### src/rtl/mult_seq.sv
// rtl/mult_seq.sv - sequential shift-add WIDTH x WIDTH multiplier, signed/unsigned per operation
module mult_seq #(
  parameter int WIDTH = 4
) (
  input  logic                 clk,
  input  logic                 rst,
  input  logic                 start,
  input  logic                 signed_mode,
  input  logic [WIDTH-1:0]     a,
  input  logic [WIDTH-1:0]     b,
  output logic                 busy,
  output logic                 done,
  output logic [2*WIDTH-1:0]   y
);

  localparam int CW = $clog2(WIDTH + 1);

  typedef enum logic {IDLE, RUN} state_t;

  state_t             state;
  logic [WIDTH-1:0]   mcand;
  logic [WIDTH-1:0]   mplier;
  logic [2*WIDTH:0]   acc;
  logic [CW-1:0]      cnt;
  logic               neg;

  logic [WIDTH-1:0]   mag_a;
  logic [WIDTH-1:0]   mag_b;
  logic [WIDTH:0]     upper_sum;
  logic [2*WIDTH:0]   acc_next;

  // Magnitude of the most-negative value wraps to 2^(WIDTH-1), which is correct as unsigned.
  always_comb begin
    mag_a     = (signed_mode && a[WIDTH-1]) ? -a : a;
    mag_b     = (signed_mode && b[WIDTH-1]) ? -b : b;
    upper_sum = acc[2*WIDTH:WIDTH] + (mplier[0] ? {1'b0, mcand} : '0);
    acc_next  = {upper_sum, acc[WIDTH-1:0]} >> 1;
  end

  always_ff @(posedge clk) begin
    if (rst) begin
      state  <= IDLE;
      mcand  <= '0;
      mplier <= '0;
      acc    <= '0;
      cnt    <= '0;
      neg    <= 1'b0;
      busy   <= 1'b0;
      done   <= 1'b0;
      y      <= '0;
    end else begin
      done <= 1'b0;
      case (state)
        IDLE: begin
          if (start) begin
            mcand  <= mag_a;
            mplier <= mag_b;
            neg    <= signed_mode & (a[WIDTH-1] ^ b[WIDTH-1]);
            acc    <= '0;
            cnt    <= CW'(WIDTH);
            busy   <= 1'b1;
            state  <= RUN;
          end
        end
        RUN: begin
          acc    <= acc_next;
          mplier <= mplier >> 1;
          cnt    <= cnt - 1'b1;
          if (cnt == CW'(1)) begin
            y     <= neg ? -acc_next[2*WIDTH-1:0] : acc_next[2*WIDTH-1:0];
            done  <= 1'b1;
            busy  <= 1'b0;
            state <= IDLE;
          end
        end
        default: state <= IDLE;
      endcase
    end
  end

endmodule

### config.mk
export PLATFORM = sky130hd
export DESIGN_NAME = mult_seq
export DESIGN_NICKNAME = d
export VERILOG_FILES = /design/src/rtl/mult_seq.sv
export SDC_FILE = /design/constraint.sdc
export NUM_CORES = 1
export LEC_CHECK = 0
export CORE_MARGIN = 2
export CORE_UTILIZATION = 55
export CTS_BUF_LIST = sky130_fd_sc_hd__clkbuf_4 sky130_fd_sc_hd__clkbuf_8 sky130_fd_sc_hd__clkbuf_16
export DETAILED_ROUTE_END_ITERATION = 16
export HOLD_SLACK_MARGIN = 0.05
export PLACE_DENSITY = 0.85
export SLEW_MARGIN = 20
export SYNTH_ARGS = -nofsm -noshare
export SYNTH_HDL_FRONTEND = slang
export SYNTH_SLANG_ARGS = --single-unit
export TNS_END_PERCENT = 30
### constraint.sdc
create_clock -name clk -period 5.17 [get_ports clk]
set_input_delay 0.517 -clock clk [delete_from_list [all_inputs] [get_ports clk]]
set_output_delay 0.517 -clock clk [all_outputs]
set_load 0.01 [all_outputs]
==> metrics.txt <==
number of nets still failing antenna checks after routing=0; Crit. End Element=flip-flop; nets=219; gp weighted congestion=0.7408; post-CTS setup buffer count=0; time the final worst path needs with I/O delays and setup=between 2 and 2.5 ns; horizontal extent of the die=around 57 um; clock root cell=sky130_fd_sc_hd__clkbuf_4; Vias=between 1000 and 1500; critical register-to-register path endpoint=y[7]; top cell type by total area after synthesis=sky130_fd_sc_hd__dfxtp_1; number of filler instances in the final layout=225; number of nets in the synthesized netlist=200; average detailed-routed wire length per instance=13.03 um; Req. time, crit path=5.45 ns; power per cell area=between 200 and 250 nW/um2; buffering stage count on the worst path with inverters included=0; r2r startpoint=mplier[0]; Area contributors post-synth=sky130_fd_sc_hd__dfxtp_1 (40%), sky130_fd_sc_hd__ha_1 (7.4%), sky130_fd_sc_hd__a21oi_1 (5.0%); Detailed Route WL=around 3000 um; utilization after layout=66.51%; GRT Util Overall=21.16%; clock tree from TritonCTS=yes; final worst-path cycle share=between 40% and 50%; critical path fanouts, max=5; Fin Clk Skew=0.009845 ns; multiplexer share of the synthesized area=under 10%; top_reg_cell synth=sky130_fd_sc_hd__dfxtp_1; setup violation total in the final timing report=0; final routed DRC violation total=0; synthesized-area fraction occupied by ao, oa, aoi and oai cells=between 15 and 20%; Comb pwr share=11.6%; sequential element share of the synthesized area=39.60%; Synth Cell Area=1516 um2; Adder-Cell Fraction of Synth Area=8.746%; maximum number of pins on one net before global-route repair=31; unrepaired setup endpoints after global routing=false; leakage dissipation=0.0007542 uW; Hold Crit Endpoint=mcand[3]; global-route wire length before repair=around 5300 um; part of the total power dissipated in sequential elements=57.0%; count of flip-flops with a built-in enable after synthesis=0; number of buffers added on ports=21; clock-pin transition on the worst setup and hold timing paths=0.09 ns; dominant cell by count in the synthesized netlist=sky130_fd_sc_hd__dfxtp_1; portion of total power attributed to the clock network=a little under a third; Detailed Route Iter0 Violations=19; count of inserted antenna diode cells=0; FF+latch count, synth=30; IO Count=22; source of the worst hold timing path=mcand[3]; remaining max-slew budget at the tightest pin=around a third; Hold Vio Cnt, Final=0; FF-to-FF path depth=7; number of buffers on the longest clock path=2; die boundary height=56.51 um; element type at the critical path start=flip-flop; number of sinks handled by clock tree synthesis=30; htree depth=2; detailed-placement wirelength estimate=2215 um; dominant combinational cell family by area after synthesis=simple AND/OR/NAND/NOR gates; antenna violations before repair=0; Crit path arrival time=2.68 ns; total net switching power=112.5 uW; share of layout cells above drive strength 1=under 10%; commonest cells in the synthesized netlist=sky130_fd_sc_hd__dfxtp_1 (30), sky130_fd_sc_hd__nor2_1 (18), sky130_fd_sc_hd__a21oi_1 (15), sky130_fd_sc_hd__nand2_1 (13), sky130_fd_sc_hd__ha_1 (9); synthesized-area fraction occupied by and/or/nand/nor cells=21.53%; Pre-Repair DR Iteration Count=4; highest achievable clock rate=~420 MHz; Vias/cell=5.697; transition time at the pin with the least slew margin=around 0.98 ns; Clk Latency, worst-skew pair=roughly 0.34 ns; mean area per synthesized cell=8.519 um2; Setup TNS Final=0 ns; Yosys top cell area share=39.60%; critical setup path kind=reg2reg; design internal power=around 330 uW; core footprint=2686 um2; fraction of registers with async set/reset=0%; setup slack of the most critical reg-to-reg path=2.77 ns; number of warnings issued by yosys=0; number of rows in the core area=19; number of max-slew violations in the final report=0; run status=complete, no violations; CP delay by family, top=simple AND/OR/NAND/NOR gates; number of gates given a new drive strength after cts=0; Max stage delay cell, worst path=sky130_fd_sc_hd__or4b_1; vias in the first global route=1298; Area growth syn-to-layout=17.82%; hold_buf cts=0; post-synthesis instance total=178; effective utilization at floorplan=56.45%; worst ir drop on vdd=between 0.15 and 0.2 mV; number of distinct library cells after synthesis=34; series of cell instances along the critical path=and2_1, ha_1, fa_1, xor2_1, or3_1, or4b_1, nand3_1; count of max-cap constraint violations=0; Net Sw Frac=between 20% and 30%; slowest cell delay on critical path=0.51 ns; cell depth of the worst min-delay path=2; Synth Area in XOR/XNOR=between 4 and 5%; Die Footprint=3193 um2; count of cell instances traversed by the critical path=7; classification of the worst-slack hold path=reg2reg; remaining global-route overflow=0; Inserted Clock Buffers=5
[final cells by class]
| class | instances | area [um2] | share of cell area (%) |
|---|---|---|---|
| repair buffers | 22 | 217.7 | 12.18 |
| clock buffers | 7 | 52.55 | 2.941 |
| well taps | 31 | 38.79 | 2.171 |
| multi-input cells | 128 | 839.6 | 46.99 |
| flip-flops and latches | 30 | 600.6 | 33.61 |
| inverters | 10 | 37.54 | 2.101 |
[stage by stage]
stage | cells | power, uW | hold slack, ns | cell area [um2] | worst slack, ns
CTS | 228 | 440.1 | 0.4701 | 1787 | 2.770
finish | 228 | 437.9 | 0.4692 | 1787 | 2.770
global placement | 221 | 302.0 | 0.4436 | 1734 | 2.706
global route | 228 | 455.8 | 0.4880 | 1787 | 2.671
detailed placement | 221 | 305.5 | 0.4585 | 1734 | 2.614
floorplan | 178 | 285.4 | 0.4317 | 1516 | 2.950
[worst min-delay path, delay by kind of cell (launching register included)]
kind	cells	cell delay, ns
and+or+nand+nor	1	0.05
AOI/OAI and AO/OA	1	0.06
DFF	1	0.32
[how the worst max path moves through the flow]
stage,from,end,slack (ns)
floorplan,mplier[0],y[7],2.95
detailed placement,rst,y[7],2.61
finish,mplier[0],y[7],2.77
global route,mplier[0],y[7],2.67
CTS,mplier[0],y[7],2.77
global placement,rst,y[7],2.71
[layout by cell type (no fill, tap or decap), drive strengths merged, types with 4 or more instances in the layout]
cell / n
o21ai: 5
a21oi: 15
xnor2: 6
a311oi: 5
nor2: 19
nor3b: 5
o31ai: 4
ha: 9
clkdlybuf4s50: 21
a22o: 7
dfxtp: 30
nor2b: 4
nor3: 4
clkbuf: 7
nand3: 6
inv: 9
nand2b: 4
nand2: 13
and2: 4
[registers in the layout (all words and copies together) (netlist names)]
signal  cells
neg         1
acc         7
done        1
state       1
mplier      4
cnt         3
y           8
mcand       4
busy        1
[power by group through the flow]
stage	clock [uW]	sequential [uW]	combinational (uW)
floorplan	0	249	36.6
global placement	0	254	47.9
detailed placement	0	255	50.7
CTS	140	250	51.0
global route	147	251	57.5
finish	138	250	50.7
[layer usage]
layer	wire, um	up-vias	GRT usage (%)
met4	76	0	13.27
met1	1293	604	22.21
met3	137	7	5.300
met5	0	-	0
li1	-	662	-
met2	1463	26	37.21
[logic make-up (layout without fill, tap and decap cells)]
logic type / after synthesis / after routing
buffers and inverters: 20 / 39
XOR/XNOR: 8 / 8
multiplexers: 3 / 3
flip-flops: 30 / 30
AO/OA/AOI/OAI: 42 / 42
adder cells (fa/ha/maj): 10 / 10
AND/OR/NAND/NOR: 65 / 65
(Power assumes the default switching activity.)
==> RTL edit, RTL diff (same settings) <==
`WIDTH`: 4 -> 8.
--- a/src/rtl/mult_seq.sv
+++ b/src/rtl/mult_seq.sv
@@ -1,6 +1,6 @@
 // rtl/mult_seq.sv - sequential shift-add WIDTH x WIDTH multiplier, signed/unsigned per operation
 module mult_seq #(
-  parameter int WIDTH = 4
+  parameter int WIDTH = 8
 ) (
   input  logic                 clk,
   input  logic                 rst,
Ports: changed (resized a, b and y); port bits go from 22 to 38. No check against the original RTL was run, so the function may have changed too.
==> RTL edit against the original RTL <==
Sequential share of layout area is 3.1 points lower; total power is 84% higher; wire length is 120% higher; setup slack worse by 0.53 ns; synthesized area is 110% higher; sequential cell count is 25 higher; final area is 100% higher; critical path depth is 2 higher; critical endpoint is now y[14]; highest routed layer unchanged.
==> RTL edit: results <==
[place]
hpwlAfterDp_mm = 4.71
placement.setup.worst_slack_ns = 2.25
place_area_mm2 = 0.00353
placement.io_buffers = 37

[outcome]
run_status = finished clean

[synth]
synthesis.area_per_instance_um2 = 8.17
synth_commonest_cells = sky130_fd_sc_hd__nor2_1 (62), sky130_fd_sc_hd__dfxtp_1 (55), sky130_fd_sc_hd__a21oi_1 (33)
synth_seq_cells = 55
ys_types = 55
post_synth_xor_area_fraction_pct = 5.54

[critical_path]
critPathSlowestCell = sky130_fd_sc_hd__fa_1
crit_fanout = 9
worstRegToRegCells = 9
timing.rr.end = y[14]

[power]
vdd_ir_drop_max_mv = 0.129
pwr-share-seq_pct = 56.8
combPwrFrac_pct = 15.5

[global_routing]
vias_in_the_first_global_route = 2568
globalRouteMet2Util_pct = 39.2

[layout]
finish.cell_count_without_fillers = 480
inverters_excl_clock = 11
nonClockBufferCount = 40
final-nonclk-buf-share_pct = 10.7
fin_nets = 443

[drt]
detailedRoute.firstIterationViolations = 155
routed-wl-met3_um = 277
detail_route.wl_per_cell_um = 13.4

[timing]
worst_clock_skew_ns = 0.00888
tightest_slew_ns = 0.973
## RTL edit: cell types whose count changed after synthesis, moves of 7 or more
cell and delta:
sky130_fd_sc_hd__a211oi_1 +19, sky130_fd_sc_hd__nor2_1 +44, sky130_fd_sc_hd__clkbuf_1 +14, sky130_fd_sc_hd__xor2_1 +10, sky130_fd_sc_hd__nor3b_1 +10, sky130_fd_sc_hd__nor3_1 +9
sky130_fd_sc_hd__dfxtp_1 +25, sky130_fd_sc_hd__a21oi_1 +18, sky130_fd_sc_hd__a22o_1 -7
## RTL edit: worst min-delay path by stage
stage | from | to | slack [ns] | cells after the start
after CTS | mcand[0] | mcand[0] | 0.46 | 2
after global routing | mcand[7] | mcand[7] | 0.48 | 2
after floorplan | mcand[6] | mcand[6] | 0.43 | 2
after detailed placement | mcand[0] | mcand[0] | 0.45 | 2
after global placement | mcand[6] | mcand[6] | 0.44 | 2
final | mcand[0] | mcand[0] | 0.46 | 2
